[src/rtl/sht21_meas_sequencer.sv]
// SHT21 no-hold acquisition sequencer: drives a byte-level I2C engine through
// trigger, wait, poll, read and CRC check for a temperature then a humidity phase.
module sht21_meas_sequencer #(
  parameter logic [6:0]  DEV_ADDR    = 7'h40,
  parameter int unsigned WAIT_CYCLES = 340000,
  parameter int unsigned POLL_CYCLES = 4000,
  parameter int unsigned MAX_POLLS   = 30,
  parameter int unsigned CNT_W       = 20
) (
  input  logic        clk,
  input  logic        rst,
  input  logic        start,
  output logic        busy,
  output logic        done,
  output logic        err,
  output logic [1:0]  err_code,
  output logic [15:0] temp_raw,
  output logic [15:0] rh_raw,
  output logic        cmd_valid,
  input  logic        cmd_ready,
  output logic [2:0]  cmd_op,
  output logic [7:0]  cmd_wdata,
  input  logic        rsp_valid,
  input  logic [7:0]  rsp_data,
  input  logic        rsp_nack
);

  localparam int unsigned PW = $clog2(MAX_POLLS + 1);

  localparam logic [2:0] OP_START     = 3'd0;
  localparam logic [2:0] OP_WRITE     = 3'd1;
  localparam logic [2:0] OP_READ_ACK  = 3'd2;
  localparam logic [2:0] OP_READ_NACK = 3'd3;
  localparam logic [2:0] OP_STOP      = 3'd4;

  localparam logic [1:0] ERR_NONE    = 2'd0;
  localparam logic [1:0] ERR_NACK    = 2'd1;
  localparam logic [1:0] ERR_TIMEOUT = 2'd2;
  localparam logic [1:0] ERR_CHECK   = 2'd3;

  localparam logic [CNT_W-1:0] WAIT_LAST = CNT_W'(WAIT_CYCLES - 1);
  localparam logic [CNT_W-1:0] POLL_LAST = CNT_W'(POLL_CYCLES - 1);
  localparam logic [PW-1:0]    POLL_MAX  = PW'(MAX_POLLS);

  typedef enum logic [3:0] {
    S_IDLE, S_TRIG, S_WAIT, S_POLL, S_PWAIT, S_READ, S_CHECK, S_ABORT, S_FIN
  } state_e;

  state_e           state_q;
  logic [1:0]       step_q;
  logic             ph_q;
  logic             inflight_q;
  logic [CNT_W-1:0] cnt_q;
  logic [PW-1:0]    polls_q;
  logic [7:0]       msb_q;
  logic [7:0]       lsb_q;
  logic [7:0]       crcByte_q;
  logic             busy_q;
  logic             done_q;
  logic             err_q;
  logic [1:0]       code_q;
  logic [15:0]      temp_q;
  logic [15:0]      rh_q;
  logic             cmdValid_q;
  logic [2:0]       cmdOp_q;
  logic [7:0]       cmdWdata_q;

  logic             needCmd;
  logic [2:0]       issueOp;
  logic [7:0]       issueData;
  logic             rspTake;
  logic [7:0]       crcCalc;
  logic             checkOk;
  logic [PW-1:0]    polls_d;

  function automatic logic [7:0] crc8Step(input logic [7:0] crcIn, input logic [7:0] data);
    logic [7:0] c;
    c = crcIn ^ data;
    for (int i = 0; i < 8; i++) begin
      c = c[7] ? ((c << 1) ^ 8'h31) : (c << 1);
    end
    return c;
  endfunction

  // Which bus command the current state/step wants on the engine interface.
  always_comb begin
    needCmd   = 1'b0;
    issueOp   = OP_STOP;
    issueData = 8'h00;
    case (state_q)
      S_TRIG: begin
        needCmd = 1'b1;
        case (step_q)
          2'd0: issueOp = OP_START;
          2'd1: begin issueOp = OP_WRITE; issueData = {DEV_ADDR, 1'b0}; end
          2'd2: begin issueOp = OP_WRITE; issueData = ph_q ? 8'hF5 : 8'hF3; end
          default: issueOp = OP_STOP;
        endcase
      end
      S_POLL: begin
        needCmd = 1'b1;
        case (step_q)
          2'd0: issueOp = OP_START;
          2'd1: begin issueOp = OP_WRITE; issueData = {DEV_ADDR, 1'b1}; end
          default: issueOp = OP_STOP;
        endcase
      end
      S_READ: begin
        needCmd = 1'b1;
        case (step_q)
          2'd0, 2'd1: issueOp = OP_READ_ACK;
          2'd2:       issueOp = OP_READ_NACK;
          default:    issueOp = OP_STOP;
        endcase
      end
      S_ABORT: needCmd = (code_q == ERR_NACK);
      default: ;
    endcase
  end

  assign rspTake = inflight_q && rsp_valid;
  assign crcCalc = crc8Step(crc8Step(8'h00, msb_q), lsb_q);
  assign checkOk = (crcCalc == crcByte_q) && (lsb_q[1] == ph_q);
  assign polls_d = polls_q + PW'(1);

  always_ff @(posedge clk) begin
    if (rst) begin
      state_q    <= S_IDLE;
      step_q     <= 2'd0;
      ph_q       <= 1'b0;
      inflight_q <= 1'b0;
      cnt_q      <= '0;
      polls_q    <= '0;
      msb_q      <= 8'h00;
      lsb_q      <= 8'h00;
      crcByte_q  <= 8'h00;
      busy_q     <= 1'b0;
      done_q     <= 1'b0;
      err_q      <= 1'b0;
      code_q     <= ERR_NONE;
      temp_q     <= 16'h0000;
      rh_q       <= 16'h0000;
      cmdValid_q <= 1'b0;
      cmdOp_q    <= OP_START;
      cmdWdata_q <= 8'h00;
    end else begin
      done_q <= 1'b0;

      // One command in flight: hold it until accepted, then wait for its response.
      if (cmdValid_q && cmd_ready) begin
        cmdValid_q <= 1'b0;
        inflight_q <= 1'b1;
      end else if (needCmd && !cmdValid_q && !inflight_q) begin
        cmdValid_q <= 1'b1;
        cmdOp_q    <= issueOp;
        cmdWdata_q <= issueData;
      end
      if (rspTake) inflight_q <= 1'b0;

      case (state_q)
        S_IDLE: begin
          if (start) begin
            busy_q  <= 1'b1;
            err_q   <= 1'b0;
            code_q  <= ERR_NONE;
            ph_q    <= 1'b0;
            step_q  <= 2'd0;
            state_q <= S_TRIG;
          end
        end
        S_TRIG: begin
          if (rspTake) begin
            if ((step_q == 2'd1 || step_q == 2'd2) && rsp_nack) begin
              code_q  <= ERR_NACK;
              state_q <= S_ABORT;
            end else if (step_q == 2'd3) begin
              cnt_q   <= '0;
              polls_q <= '0;
              state_q <= S_WAIT;
            end else begin
              step_q <= step_q + 2'd1;
            end
          end
        end
        // The poll START is preloaded on the last count so the dwell is exactly N idle cycles.
        S_WAIT, S_PWAIT: begin
          if (cnt_q == ((state_q == S_WAIT) ? WAIT_LAST : POLL_LAST)) begin
            cnt_q      <= '0;
            step_q     <= 2'd0;
            state_q    <= S_POLL;
            cmdValid_q <= 1'b1;
            cmdOp_q    <= OP_START;
            cmdWdata_q <= 8'h00;
          end else begin
            cnt_q <= cnt_q + CNT_W'(1);
          end
        end
        S_POLL: begin
          if (rspTake) begin
            case (step_q)
              2'd0: step_q <= 2'd1;
              2'd1: begin
                if (rsp_nack) begin
                  step_q <= 2'd2;
                end else begin
                  step_q  <= 2'd0;
                  state_q <= S_READ;
                end
              end
              default: begin
                if (polls_q != POLL_MAX) polls_q <= polls_d;
                if (polls_d == POLL_MAX) begin
                  code_q  <= ERR_TIMEOUT;
                  state_q <= S_ABORT;
                end else begin
                  cnt_q   <= '0;
                  state_q <= S_PWAIT;
                end
              end
            endcase
          end
        end
        S_READ: begin
          if (rspTake) begin
            case (step_q)
              2'd0:    msb_q     <= rsp_data;
              2'd1:    lsb_q     <= rsp_data;
              2'd2:    crcByte_q <= rsp_data;
              default: state_q   <= S_CHECK;
            endcase
            step_q <= step_q + 2'd1;
          end
        end
        S_CHECK: begin
          if (!checkOk) begin
            code_q  <= ERR_CHECK;
            state_q <= S_FIN;
          end else if (!ph_q) begin
            temp_q  <= {msb_q, lsb_q[7:2], 2'b00};
            ph_q    <= 1'b1;
            step_q  <= 2'd0;
            state_q <= S_TRIG;
          end else begin
            rh_q    <= {msb_q, lsb_q[7:2], 2'b00};
            state_q <= S_FIN;
          end
        end
        S_ABORT: begin
          if (code_q != ERR_NACK || rspTake) state_q <= S_FIN;
        end
        S_FIN: begin
          done_q  <= 1'b1;
          err_q   <= (code_q != ERR_NONE);
          busy_q  <= 1'b0;
          state_q <= S_IDLE;
        end
        default: state_q <= S_IDLE;
      endcase
    end
  end

  assign busy      = busy_q;
  assign done      = done_q;
  assign err       = err_q;
  assign err_code  = code_q;
  assign temp_raw  = temp_q;
  assign rh_raw    = rh_q;
  assign cmd_valid = cmdValid_q;
  assign cmd_op    = cmdOp_q;
  assign cmd_wdata = cmdWdata_q;

endmodule

[config.mk]
export PLATFORM = sky130hd
export DESIGN_NAME = sht21_meas_sequencer
export DESIGN_NICKNAME = d
export VERILOG_FILES = /design/src/rtl/sht21_meas_sequencer.sv
export SDC_FILE = /design/constraint.sdc
export NUM_CORES = 1
export LEC_CHECK = 0
export CORE_ASPECT_RATIO = 0.7
export CORE_UTILIZATION = 35
export DETAILED_ROUTE_END_ITERATION = 12
export HOLD_SLACK_MARGIN = 0.03
export PLACE_DENSITY_LB_ADDON = 0.12
export SYNTH_ARGS = -nofsm -noshare
export SYNTH_HDL_FRONTEND = slang
export SYNTH_SLANG_ARGS = --single-unit
export TNS_END_PERCENT = 20
[constraint.sdc]
create_clock -name clk -period 7.4 [get_ports clk]
set_input_delay 1.48 -clock clk [delete_from_list [all_inputs] [get_ports clk]]
set_output_delay 1.48 -clock clk [all_outputs]
set_load 0.02 [all_outputs]
==> qor.yml <==
hold_slack_ps: 434
post_synth_inst_count: 614
overflow: 0
detail_route.wirelength_um: 13500
die-area_um2: 15400
tritoncts_buffer_count: 9
p_leak_nw: 2.12
finClkSkew_ps: 6.47
met3_length_um: 778
tritoncts_num_sinks: 102
finalNetCount: 671
achievable-frequency_ghz: 0.256
post_synthesis_compound_gate_area_fraction_pct: 12.2
ys_seq_area_share_pct: 39.1
timing.critical_path.arrival_ps: 4190
die-height_um: 104
synthMuxAreaShare_pct: 6.16
layout-area-overhead-vs-synth_pct: 17.8
drive_gt1_share_pct: 5.05
ioPinCount: 63
vias_per_cell: 5.18
place.detailed.hpwl_um: 9630
initial_antenna_violation_count: 0
holdCritStartpoint: "cmd_wdata[3]"
flop_and_latch_count_out_of_synthesis: 102
synth_top_flop_cell: "sky130_fd_sc_hd__dfxtp_1"
htree_levels: 3
outcome: "finished, final reports clean"
synth_simple_gate_area_share_pct: 24.3
irDropWorstVdd_uv: 151
place_ws_ps: 3170
initial_utilization_pct: 36.7
num_antenna_cells: 0
power.share.combinational_pct: 25.6
routed-wl-met2_um: 5260
share_clk_of_total_power_pct: 32.1
clk-insertion-delay-late_ps: 340
p_per_area_nw_per_um2: 239
path_max_fanout: 8
core_region_area_um2: 14200
post_synth_xor_area_fraction_pct: 11.1
rsz_0062_raised_after_global_routing: "no"
grt_pass1_vias: 4108
synth_cell_types: 67
timing.slew.headroom_pct: 35.6
clock_tree.root_cell: "sky130_fd_sc_hd__clkbuf_16"
final_common_cell: "sky130_fd_sc_hd__nand2_1"
route.top_layer_used: "met4"
synth-edff-count: 0
setup_slack_ps: 3490
power_frac_seq_pct: 42.2
critical_path_required_ps: 7670
grt_first_pass_wirelength_um: 22200
grt_start_max_net_pins: 47
final_area_um2: 6150
syn_area_um2: 5220
met1_wire_length_um: 7430
hp-class: "flip-flop to flip-flop"
drt-initial-drc-count: 380
clk_pin_slew_worst_paths_ps: 70
ant_nets: 0
main_combinational_cell_family_by_area_after_synthesis: "simple AND/OR/NAND/NOR gates"
vias: 4373
async_set_or_reset_register_ratio_after_synthesis_pct: 0
max_slew.worst_pin.slew_ps: 966
timing.final.setup_violations: 0
setup-tns-final_ps: 0
synthesis.area_per_instance_um2: 8.50
max_cap_violations: 0
timing_max_transition_violations_final: 0
setup.worst_path.start_class: "input pin"
internal_power_uw: 973
fin_crit_sh_pct: 52.9
critical_path.endpoint_type: "flip-flop"
postCtsSetupBuffers: 0
synth_adder_area_share_pct: 1.92
global_route.usage.total_pct: 18.1
critical_path.reg2reg.startpoint: "msb_q[1]"
layout_min_cycle_time_ps: 3910
cts_repair_resize_count: 0
std_cell_rows: 36
port_buffers: 58
finalHoldViolations: 0
drt_pass1_iterations: 5
max_buffers_root_to_sink: 2
number_of_synthesis_warnings: 0
cts_tree: "done"
post_cts_hold_buffer_count: 0
power.total_mw: 1.47
die_w_um: 148
route.detailed.wl_per_inst_um: 16.0
placed_area_um2: 5850
p_sw_share_pct: 33.8
globalplace.congestion: 0.845
drc: 0
total_switching_power_uw: 498
layout_common_cells: "sky130_fd_sc_hd__nand2_1, sky130_fd_sc_hd__dfxtp_1, sky130_fd_sc_hd__clkdlybuf4s50_1"
startpoint: "rsp_nack"
worstSetupPathType: "input pin to flip-flop"
through the flow:
stage,util [%],std cells
3_3_place_gp,41.1,828
3_5_place_dp,41.1,828
5_1_grt,43.2,844
6_report,43.2,844
4_1_cts,43.2,844
2_1_floorplan,-,617
path summary, 6_finish.rpt:
path	depth (start not counted)	slack [ps]	end
setup / recovery	9	3490	cnt_q[15]
hold / removal	2	430	cmd_wdata[3]
setup reg to reg	8	3670	rh_raw[5]
hold reg to reg	2	430	cmd_wdata[3]
power by group through the flow:
stage          Clock (mW)  Sequential [mW]  Combinational [mW]
3_5_place_dp            0            0.633               0.371
6_report            0.472            0.621               0.377
3_3_place_gp            0            0.633               0.369
5_1_grt             0.508            0.628               0.416
2_1_floorplan           0            0.621               0.273
4_1_cts             0.487            0.621               0.374
kinds of logic after synthesis:
kind of cell | Yosys count
other | 1
flip-flops | 102
AO/OA/AOI/OAI | 103
adder cells (fa/ha/maj) | 8
AND/OR/NAND/NOR | 265
XOR/XNOR | 51
buffers and inverters | 52
multiplexers | 32
state kept, by name, summed over array words and instances, names as in the netlist, 2 cells and up:
register / count
step_q: 2
msb_q: 8
crcByte_q: 8
cnt_q: 20
polls_q: 5
cmd_wdata: 8
temp_raw: 14
state_q: 4
cmd_op: 3
rh_raw: 14
err_code: 2
lsb_q: 8
worst max-delay path: stages:
cell	delay (ps)
sky130_fd_sc_hd__clkdlybuf4s50_1	490
sky130_fd_sc_hd__nand2_1	160
sky130_fd_sc_hd__a22o_1	180
sky130_fd_sc_hd__a31oi_1	150
sky130_fd_sc_hd__or3_1	450
sky130_fd_sc_hd__nor2_1	430
sky130_fd_sc_hd__nand3_1	280
sky130_fd_sc_hd__or3_1	410
sky130_fd_sc_hd__a21oi_1	150
cell usage after synthesis, types with 2 or more instances:
cell type / number / share of area, %
sky130_fd_sc_hd__nand2b_1: 2 / 0.24
sky130_fd_sc_hd__nor2_1: 50 / 3.6
sky130_fd_sc_hd__inv_1: 11 / 0.79
sky130_fd_sc_hd__nor4bb_1: 3 / 0.58
sky130_fd_sc_hd__nand3b_1: 3 / 0.43
sky130_fd_sc_hd__a31oi_1: 4 / 0.48
sky130_fd_sc_hd__or2_2: 2 / 0.24
sky130_fd_sc_hd__a221oi_1: 2 / 0.34
sky130_fd_sc_hd__and4_1: 3 / 0.50
sky130_fd_sc_hd__nand3_1: 39 / 3.7
sky130_fd_sc_hd__nor4b_1: 3 / 0.50
sky130_fd_sc_hd__o21ai_0: 13 / 1.2
sky130_fd_sc_hd__nand4_1: 8 / 0.96
sky130_fd_sc_hd__a22oi_1: 2 / 0.29
sky130_fd_sc_hd__buf_1: 4 / 0.29
sky130_fd_sc_hd__nand2_1: 105 / 7.5
sky130_fd_sc_hd__dfxtp_1: 102 / 39
sky130_fd_sc_hd__and2_1: 3 / 0.36
sky130_fd_sc_hd__o22ai_1: 2 / 0.24
sky130_fd_sc_hd__xnor2_1: 23 / 3.9
sky130_fd_sc_hd__mux2i_1: 31 / 5.9
sky130_fd_sc_hd__or3_1: 8 / 0.96
sky130_fd_sc_hd__ha_1: 8 / 1.9
sky130_fd_sc_hd__buf_12: 2 / 0.77
sky130_fd_sc_hd__o21ai_1: 2 / 0.19
sky130_fd_sc_hd__buf_2: 2 / 0.19
sky130_fd_sc_hd__nor2b_1: 6 / 0.72
sky130_fd_sc_hd__a2111oi_0: 2 / 0.34
sky130_fd_sc_hd__buf_4: 4 / 0.58
sky130_fd_sc_hd__nor4_1: 5 / 0.60
sky130_fd_sc_hd__a311oi_1: 3 / 0.50
sky130_fd_sc_hd__a211oi_1: 5 / 0.72
sky130_fd_sc_hd__xnor3_1: 8 / 3.5
sky130_fd_sc_hd__a21oi_1: 53 / 5.1
sky130_fd_sc_hd__nor3_1: 11 / 1.1
sky130_fd_sc_hd__buf_6: 3 / 0.65
sky130_fd_sc_hd__and3_1: 5 / 0.60
sky130_fd_sc_hd__clkbuf_1: 26 / 1.9
sky130_fd_sc_hd__xor2_1: 18 / 3.0
layout make-up:
type | instances | area [um^2]
clock inverter | 5 | 42.5
inverter | 11 | 41.3
fill | 1404 | 8080
clock buffer | 11 | 253
multi-input combinational | 463 | 2920
sequential | 102 | 2040
tap | 190 | 238
timing repair buffer | 62 | 611
routing by layer:
metal  up-vias  global-route usage [%]
met1      2050                    28.7
li1       2203                       -
met4         0                    3.98
met2       112                    24.1
met3         8                    3.99
met5         -                       0
No activity file was read; power rests on OpenSTA's default activity.
